**config.mk**
```make
export PLATFORM = sky130hd
export DESIGN_NAME = voter_session_flat
export DESIGN_NICKNAME = d
export VERILOG_FILES = /design/src/rtl/voter_pkg.sv /design/src/rtl/voter_session_if.sv /design/src/rtl/voter_popcount.sv /design/src/rtl/voter_session.sv /design/src/flat_wrapper.sv
export SDC_FILE = /design/constraint.sdc
export NUM_CORES = 1
export LEC_CHECK = 0
export CORE_UTILIZATION = 46
export DETAILED_ROUTE_END_ITERATION = 10
export PLACE_DENSITY = 0.74
export SLEW_MARGIN = 20
export SYNTH_ARGS = -nofsm -noshare
export SYNTH_HDL_FRONTEND = slang
export SYNTH_SLANG_ARGS = --single-unit
```
**constraint.sdc**
```tcl
create_clock -name clk -period 2.9 [get_ports clk]
set_clock_uncertainty 0.15 [all_clocks]
set_input_delay 0.29 -clock clk [delete_from_list [all_inputs] [get_ports clk]]
set_output_delay 0.29 -clock clk [all_outputs]
set_load 0.02 [all_outputs]
```
**src/rtl/voter_pkg.sv**
```systemverilog
// rtl/voter_pkg.sv - shared types, verdict indices and width helper for voter_session
package voter_pkg;

  typedef enum logic [1:0] {
    IDLE   = 2'd0,
    OPEN   = 2'd1,
    DECIDE = 2'd2,
    DONE   = 2'd3
  } state_e;

  localparam int V_PASS = 3;
  localparam int V_TIE  = 2;
  localparam int V_FAIL = 1;

  // Bits needed to hold a count from 0 to n inclusive.
  function automatic int cnt_width(input int n);
    return $clog2(n + 1);
  endfunction

endpackage

```
**src/rtl/voter_session_if.sv**
```systemverilog
// rtl/voter_session_if.sv - session control, vote and verdict signals of voter_session
interface voter_session_if
  import voter_pkg::*;
#(
  parameter int N_VOTERS = 4
);
  localparam int CW = cnt_width(N_VOTERS);

  logic                start;
  logic [N_VOTERS-1:0] vote_valid;
  logic [N_VOTERS-1:0] vote_yes;
  logic                result_ready;
  logic                busy;
  logic [N_VOTERS-1:0] voted;
  logic [CW-1:0]       yes_cnt;
  logic [CW-1:0]       no_cnt;
  logic                result_valid;
  logic [3:1]          O;
  logic                no_quorum;

  modport master (
    output start, vote_valid, vote_yes, result_ready,
    input  busy, voted, yes_cnt, no_cnt, result_valid, O, no_quorum
  );

  modport slave (
    input  start, vote_valid, vote_yes, result_ready,
    output busy, voted, yes_cnt, no_cnt, result_valid, O, no_quorum
  );
endinterface

```
**src/rtl/voter_popcount.sv**
```systemverilog
// rtl/voter_popcount.sv - combinational population count of a strobe vector
module voter_popcount
  import voter_pkg::*;
#(
  parameter int W  = 4,
  parameter int OW = cnt_width(W)
) (
  input  logic [W-1:0]  bits,
  output logic [OW-1:0] cnt
);
  always_comb begin
    cnt = '0;
    for (int i = 0; i < W; i++) begin
      cnt = cnt + OW'(bits[i]);
    end
  end
endmodule

```
**src/rtl/voter_session.sv**
```systemverilog
// rtl/voter_session.sv - timed N-voter session with quorum-checked pass/tie/fail verdict
module voter_session
  import voter_pkg::*;
#(
  parameter int N_VOTERS = 4,
  parameter int TIMEOUT  = 16,
  parameter int QUORUM   = N_VOTERS
) (
  input logic             clk,
  input logic             rst_n,
  voter_session_if.slave  bus
);
  localparam int CW = cnt_width(N_VOTERS);
  localparam int TW = $clog2(TIMEOUT);
  localparam logic [TW-1:0] T_LAST = TW'(TIMEOUT - 1);

  state_e              state_q, state_d;
  logic [TW-1:0]       timer_q, timer_d;
  logic [N_VOTERS-1:0] voted_q, voted_d;
  logic [CW-1:0]       yes_q, yes_d;
  logic [CW-1:0]       no_q, no_d;
  logic [3:1]          o_q, o_d;
  logic                nq_q, nq_d;
  logic                busy_q, busy_d;
  logic                rv_q, rv_d;

  logic [N_VOTERS-1:0] accept_yes, accept_no;
  logic [CW-1:0]       add_yes, add_no;
  logic [CW:0]         total;

  // Only first-time voters are counted; a locked voter's strobe is masked here.
  assign accept_yes = bus.vote_valid & ~voted_q &  bus.vote_yes;
  assign accept_no  = bus.vote_valid & ~voted_q & ~bus.vote_yes;

  voter_popcount #(.W(N_VOTERS), .OW(CW)) u_pop_yes (
    .bits (accept_yes),
    .cnt  (add_yes)
  );

  voter_popcount #(.W(N_VOTERS), .OW(CW)) u_pop_no (
    .bits (accept_no),
    .cnt  (add_no)
  );

  assign total = {1'b0, yes_q} + {1'b0, no_q};

  always_comb begin
    state_d = state_q;
    timer_d = timer_q;
    voted_d = voted_q;
    yes_d   = yes_q;
    no_d    = no_q;
    o_d     = o_q;
    nq_d    = nq_q;
    busy_d  = busy_q;
    rv_d    = rv_q;
    case (state_q)
      IDLE: begin
        if (bus.start) begin
          state_d = OPEN;
          busy_d  = 1'b1;
          timer_d = '0;
          voted_d = '0;
          yes_d   = '0;
          no_d    = '0;
        end
      end
      OPEN: begin
        voted_d = voted_q | bus.vote_valid;
        yes_d   = yes_q + add_yes;
        no_d    = no_q + add_no;
        timer_d = timer_q + TW'(1);
        if ((&voted_d) || (timer_q == T_LAST)) begin
          state_d = DECIDE;
        end
      end
      DECIDE: begin
        state_d = DONE;
        rv_d    = 1'b1;
        o_d     = '0;
        if (total < (CW+1)'(QUORUM)) begin
          nq_d = 1'b1;
        end else begin
          nq_d = 1'b0;
          if (yes_q > no_q)       o_d[V_PASS] = 1'b1;
          else if (yes_q == no_q) o_d[V_TIE]  = 1'b1;
          else                    o_d[V_FAIL] = 1'b1;
        end
      end
      DONE: begin
        if (bus.result_ready) begin
          state_d = IDLE;
          rv_d    = 1'b0;
          busy_d  = 1'b0;
        end
      end
      default: begin
        state_d = IDLE;
        busy_d  = 1'b0;
        rv_d    = 1'b0;
      end
    endcase
  end

  always_ff @(posedge clk or negedge rst_n) begin
    if (!rst_n) begin
      state_q <= IDLE;
      timer_q <= '0;
      voted_q <= '0;
      yes_q   <= '0;
      no_q    <= '0;
      o_q     <= '0;
      nq_q    <= 1'b0;
      busy_q  <= 1'b0;
      rv_q    <= 1'b0;
    end else begin
      state_q <= state_d;
      timer_q <= timer_d;
      voted_q <= voted_d;
      yes_q   <= yes_d;
      no_q    <= no_d;
      o_q     <= o_d;
      nq_q    <= nq_d;
      busy_q  <= busy_d;
      rv_q    <= rv_d;
    end
  end

  assign bus.busy         = busy_q;
  assign bus.voted        = voted_q;
  assign bus.yes_cnt      = yes_q;
  assign bus.no_cnt       = no_q;
  assign bus.result_valid = rv_q;
  assign bus.O            = o_q;
  assign bus.no_quorum    = nq_q;
endmodule
```
**src/flat_wrapper.sv**
```systemverilog
// flat-port wrapper written by rule: the top's interface ports become plain ports
module voter_session_flat import voter_pkg::*;
#(
  parameter int N_VOTERS = 4,
  parameter int TIMEOUT  = 16,
  parameter int QUORUM   = N_VOTERS
)
  (clk, rst_n, bus_start, bus_vote_valid, bus_vote_yes, bus_result_ready, bus_busy, bus_voted, bus_yes_cnt, bus_no_cnt, bus_result_valid, bus_O, bus_no_quorum);
  voter_session_if #(.N_VOTERS(N_VOTERS)) bus_i ();
  input logic clk;
  input logic rst_n;
  input wire logic [$bits(bus_i.start)-1:0] bus_start;
  input wire logic [$bits(bus_i.vote_valid)-1:0] bus_vote_valid;
  input wire logic [$bits(bus_i.vote_yes)-1:0] bus_vote_yes;
  input wire logic [$bits(bus_i.result_ready)-1:0] bus_result_ready;
  output wire logic [$bits(bus_i.busy)-1:0] bus_busy;
  output wire logic [$bits(bus_i.voted)-1:0] bus_voted;
  output wire logic [$bits(bus_i.yes_cnt)-1:0] bus_yes_cnt;
  output wire logic [$bits(bus_i.no_cnt)-1:0] bus_no_cnt;
  output wire logic [$bits(bus_i.result_valid)-1:0] bus_result_valid;
  output wire logic [$bits(bus_i.O)-1:0] bus_O;
  output wire logic [$bits(bus_i.no_quorum)-1:0] bus_no_quorum;
  assign bus_i.start = bus_start;
  assign bus_i.vote_valid = bus_vote_valid;
  assign bus_i.vote_yes = bus_vote_yes;
  assign bus_i.result_ready = bus_result_ready;
  assign bus_busy = bus_i.busy;
  assign bus_voted = bus_i.voted;
  assign bus_yes_cnt = bus_i.yes_cnt;
  assign bus_no_cnt = bus_i.no_cnt;
  assign bus_result_valid = bus_i.result_valid;
  assign bus_O = bus_i.O;
  assign bus_no_quorum = bus_i.no_quorum;
  voter_session #(.N_VOTERS(N_VOTERS), .TIMEOUT(TIMEOUT), .QUORUM(QUORUM)) u_core (.clk(clk), .rst_n(rst_n), .bus(bus_i));
endmodule
```
Word-level counts from Yosys, hierarchy flattened
Index checks and enable logic that the tools add are counted.
{"block": "totals", "reg_bits": 22, "latchBits": 0, "ramBits": 0, "romBits": 0, "inputBits": 12, "output_inout_bits": 16, "word_cells": 65, "mem_count": 0}
{"block": "classes", "addsub": 10, "mul": 0, "n_div": 0, "magnitude_cmp": 2, "eq_ne": 8, "shifts": 0, "n_mux": 20, "bitwise": 6, "reduce_logical": 10}
{"op": "$pmux W4 S2", "n": 2}
{"op": "$and A4 B4 Y4", "n": 3}
{"op": "$pmux W3 S2", "n": 2}
{"op": "$mux W2", "n": 4}
{"op": "$not A4 Y4", "n": 2}
{"op": "$pmux W2 S4", "n": 1}
{"op": "$add A2 B1 Y3", "n": 2}
{"op": "$add A3 B1 Y3", "n": 2}
{"op": "$add A3 B3 Y3", "n": 2}
{"op": "$mux W1", "n": 6}
{"op": "$mux W3", "n": 2}
{"op": "$reduce_and A3 Y1", "n": 2}
{"op": "$reduce_bool A2 Y1", "n": 3}
{"op": "$add A1 B1 Y2", "n": 2}
{"op": "$add A3 B3 Y4", "n": 1}
{"op": "$add A4 B1 Y4 const B", "n": 1}
{"op": "$eq A2 B2 Y1 const B", "n": 2}
{"op": "$eq A4 B4 Y1 const B", "n": 1}
{"op": "$lt A4 B3 Y1 const B", "n": 1}
{"op": "$mux W4", "n": 1}
{"op": "$ne A2 B2 Y1 const B", "n": 2}
{"op": "$or A4 B4 Y4", "n": 1}
{"op": "$pmux W1 S2", "n": 2}
{"op": "$reduce_and A2 Y1", "n": 2}
{"op": "7 further kinds", "n": 7}

Longest topological paths before layout
{"block": "depth", "depth_word": 8, "mapped_depth": 8, "depth_no_buf": 8}

Modules after synthesis
Synthesis repeated with hierarchy kept, for this count alone.
{"block": "hier_totals", "cells_unflattened": 171, "area_unflattened_um2": 1639.1}
{"module": "voter_session", "n_inst": 1, "cells_per_inst": 155, "area_per_inst_um2": 1511.4, "seq_area_each_um2": 550.5}
{"module": "voter_popcount", "n_inst": 2, "cells_per_inst": 8, "area_per_inst_um2": 63.8, "seq_area_each_um2": 0.0}

Least setup slack after synthesis
OpenSTA, ideal clock, no wires.
{"block": "synth_timing", "kind": "reg2reg", "startpoint": "register u_core.voted_q[0] (netlist: u_core.bus.voted[0])", "endpoint": "register u_core.no_q[2] (netlist: u_core.bus.no_cnt[2])", "setup_ns": 0.121, "arrival_ns": 2.639, "required_time_ns": 2.629, "slack_ns": -0.010, "path_stages_with_launch": 9, "n_path_buf": 0, "synth_period_minus_slack_ns": 2.910, "path_cell_list": "dfrtp_1 -> or3b_2 -> fa_1 -> inv_1 -> fa_1 -> fa_1 -> nand3_1 -> o21ai_0 -> a22o_1"}
{"block": "synth_between", "elab_chain_cells": 8}
{"item": "start: declaration", "line_no": "voter_session.sv:19", "rtl": "logic [N_VOTERS-1:0] voted_q, voted_d;"}
{"item": "start signal: assignment", "line_no": "voter_session.sv:119", "rtl": "voted_q <= voted_d;"}
{"item": "$not A4 Y4", "line_no": "voter_session.sv:33", "rtl": "assign accept_no = bus.vote_valid & ~voted_q & ~bus.vote_yes;"}
{"item": "$and A4 B4 Y4 (2 in series)", "line_no": "voter_session.sv:33"}
{"item": "$add A1 B1 Y2", "line_no": "voter_popcount.sv:14", "rtl": "cnt = cnt + OW'(bits[i]);"}
{"item": "$add A2 B1 Y3", "line_no": "voter_popcount.sv:14"}
{"item": "$add A3 B1 Y3", "line_no": "voter_popcount.sv:14"}
{"item": "$add A3 B3 Y3", "line_no": "voter_session.sv:71", "rtl": "no_d = no_q + add_no;"}
{"item": "$pmux W3 S2", "line_no": "voter_session.sv:57", "rtl": "case (state_q)"}
{"item": "end signal: assignment", "line_no": "voter_session.sv:121", "rtl": "no_q <= no_d;"}
{"item": "end: declaration", "line_no": "voter_session.sv:21", "rtl": "logic [CW-1:0] no_q, no_d;"}
Every way passes these cells.
A chain may end at the register's enable or synchronous reset.

Final worst setup path
{"block": "layout_timing", "startpoint": "input port bus_vote_valid[3]", "endpoint": "register u_core.no_q[2] (netlist: u_core.bus.no_cnt[2])"}
{"block": "layout_between", "elab_chain_cells": 5}
{"item": "start: declaration", "line_no": "flat_wrapper.sv:13", "rtl": "input wire logic [$bits(bus_i.vote_valid)-1:0] bus_vote_valid;"}
{"item": "$and A4 B4 Y4 (2 in series)", "line_no": "voter_session.sv:33"}
{"item": "$add A3 B1 Y3", "line_no": "voter_popcount.sv:14"}
{"item": "$add A3 B3 Y3", "line_no": "voter_session.sv:71"}
{"item": "$pmux W3 S2", "line_no": "voter_session.sv:57"}
Every way passes these cells.

==> flow_summary.toml <==
[status]
status = "finished, violations left"
violations = "DRC"

[placement]
dp_hpwl_um = 2196
port_buffers = 27
preCtsSetupSlack_ps = -333.7
gp_congestion = 0.8184
place_inst = 194

[timing]
hold_violations = 0
whs_ps = 246.3
timing.final.crit_share = 0.9689
max_freq_mhz = 355.9
final.setup.worst_slack_ps = 90.22
rsz0062_at_grt = "no"
drv_slew = 0
period_minus_slack_ps = 2810
relSlewSlack = 0.5084
worst_pin_slew_ps = 735.0
tns_ps = 0
setup_violations = 0

[critical_path]
worstSetupPathType = "in -> reg"
cp-start-kind = "input port"
rr_worst_depth = 8
cpMaxStageDelayCell = "fa_1"
rrSetupSlack_ps = 100
crit_family = "adder cells"
reg2reg_from = "u_core.bus.voted[3]"
cp_common_cell = "fa_1"
cp_max_fo = 2
crit_buf_inv = 2
crit_chain = "clkdlybuf4s50_1 > or3b_2 > fa_1 > inv_1 > fa_1 > fa_1 > nand3_1 > o21ai_0 > a22o_1"
cpPeakStageDelay_ps = 480
required_ps = 2970
r2r-end = "u_core.bus.no_cnt[2]"
end_kind = "flip-flop"
critical_path_depth = 9
crit_arrival_ps = 2880

[die]
core_area_um2 = 2805
die_h_um = 56.73
die_w_um = 56.73
ios = 28
start_util = 0.4911
fp-row-count = 19
dieArea_um2 = 3218

[layout]
synthToLayoutAreaGrowth_pct = 27.61
num_antenna_cells = 0
fin_nets = 197
drive_gt1_frac = 0.1257
final_cell_count_no_fill = 198

[power]
leakage_uw = 0.0008083
peakVddDrop_v = 0.0005706
p_per_area_nw_per_um2 = 1028

[drt]
vias_per_cell = 5.434
drt_first_pass_iters = 8
drc = 2
vias = 1076
finalWirelength_um = 2848
antenna_left = 0
post_drt_wl_per_cell_um = 14.38
first_iter_violations = 36

[yosys]
ys_warn_count = 0
avgSynthCellArea_um2 = 10.44
syn_nets = 161
ys_seq_area_frac = 0.3996
synth_area_um2 = 1378
synth_cells = 132
synth_cell_types = 34
synth-seq-cells = 22

[worst_hold_path]
hp-class = "in -> async"

[clock_tree]
clockBufferDepth = 2
cts-root-buf = "clkbuf_4"
cts_hold_buf = 0
postCtsSetupRepairBufs = 0
clock_sinks = 22
clkTransAtPathRegs_ps = 120
tritoncts = "built"
htreeDepth = 1
numCtsBuffers = 3
ctsResizeCount = 0
clock_latency_ps = 310

[job]
maxCapViolCount = 0

[global_route]
grt_pass1_vias = 997
track_usage = 0.1881
grt-ovfl-total = 0
antenna_found_initial = 0
grt_pass1_wl_um = 4581
grt_start_max_net_pins = 17
## registers in the layout, indices dropped and copies added (netlist names)
signal / flops
u_core.bus.busy: 1
u_core.state_q: 2
u_core.bus.result_valid: 1
u_core.bus.no_quorum: 1
u_core.bus.no_cnt: 3
u_core.bus.voted: 4
u_core.bus.yes_cnt: 3
u_core.timer_q: 4
u_core.bus.O: 3
## cell usage in the layout, fill, tap and decap left out, types with 3 or more instances in the layout
master	instances
clkdlybuf4s50_1	27
ha_1	11
a21oi_1	11
inv_1	13
o21ai_0	4
a22o_1	7
dfrtp_1	21
nand2_1	4
mux2_2	3
nand3_1	6
clkbuf_4	3
fa_1	5
nand2b_1	3
nand3b_1	4
buf_4	7
nor2_1	10
## layout make-up
| cell class | count | area [µm²] |
|---|---|---|
| Tap cell | 31 | 38.79 |
| Inverter | 13 | 48.80 |
| Multi-Input combinational cell | 94 | 759.5 |
| Timing Repair Buffer | 34 | 322.8 |
| Fill cell | 240 | 1047 |
| Sequential cell | 22 | 551.8 |
| Clock buffer | 4 | 36.28 |
## synthesized netlist by cell type
cell / n / area [µm²]
a21oi_1: 11 / 55.05
a21oi_2: 1 / 8.760
a221o_1: 1 / 10.01
a22o_1: 7 / 61.31
and2_4: 1 / 8.760
and2b_1: 1 / 7.510
and3_1: 2 / 12.51
and3b_1: 1 / 8.760
buf_6: 2 / 22.52
clkbuf_1: 1 / 3.750
dfrtp_1: 22 / 550.5
fa_1: 6 / 120.1
ha_1: 11 / 137.6
inv_1: 13 / 48.80
mux2_2: 3 / 33.78
mux2i_1: 1 / 10.01
nand2_1: 4 / 15.01
nand2b_1: 3 / 18.77
nand3_1: 6 / 30.03
nand3b_1: 4 / 30.03
nand4_1: 1 / 6.260
nor2_1: 10 / 37.54
nor2b_1: 1 / 6.260
nor3_1: 1 / 5.000
nor3b_1: 1 / 7.510
o211ai_1: 1 / 7.510
o21a_1: 2 / 15.01
o21ai_0: 4 / 20.02
o21ai_1: 1 / 5.000
o22ai_1: 2 / 12.51
o2bb2ai_1: 2 / 17.52
o32ai_1: 1 / 8.760
o41ai_1: 1 / 8.760
or3b_2: 3 / 26.28
## cell families (layout without fill, tap and decap cells)
family | count (synthesis) | count (layout) | synth area share
AND/OR/NAND/NOR | 39 | 39 | 0.1599
AO/OA/AOI/OAI | 34 | 34 | 0.1671
flip-flops | 22 | 22 | 0.3996
adder cells (fa/ha/maj) | 17 | 17 | 0.1871
buffers and inverters | 16 | 51 | 0.05449
multiplexers | 4 | 4 | 0.03179
## metal layers
metal  GRT usage  wire length [µm]  vias to the layer above
li1            -                 -                      537
met1      0.2481              1324                      521
met2      0.3044              1404                       16
met3     0.04839                95                        2
met4     0.05357                23                        0
met5           0                 0                        -
## how the worst max path moves through the flow
stage | start | end | slack, ps
after floorplan | u_core.bus.voted[0] | u_core.bus.no_cnt[2] | 20
after global placement | bus_vote_valid[0] | u_core.bus.no_cnt[2] | -300
after detailed placement | bus_vote_valid[0] | u_core.bus.no_cnt[2] | -330
after CTS | bus_vote_valid[0] | u_core.bus.no_cnt[2] | 10
after global routing | u_core.bus.voted[3] | u_core.bus.no_cnt[2] | 20
final | bus_vote_valid[3] | u_core.bus.no_cnt[2] | 90
## through the flow
step	area [µm²]	util	power (µW)
detailed placement	1714	0.6111	1639
CTS	1750	0.6240	1816
finish	1758	0.6267	1807
global placement	1714	0.6111	1604
global route	1758	0.6267	1955
floorplan	1379	-	1266
## where the power goes
| part | total, µW | switching, µW | leakage, µW | internal (µW) |
|---|---|---|---|---|
| Sequential | 563 | 124 | 0.000281 | 439 |
| Clock | 170 | 93.7 | 0.0000210 | 76.7 |
| Combinational | 1070 | 556 | 0.000507 | 518 |
Note: power is estimated with default switching activity, not from simulation.
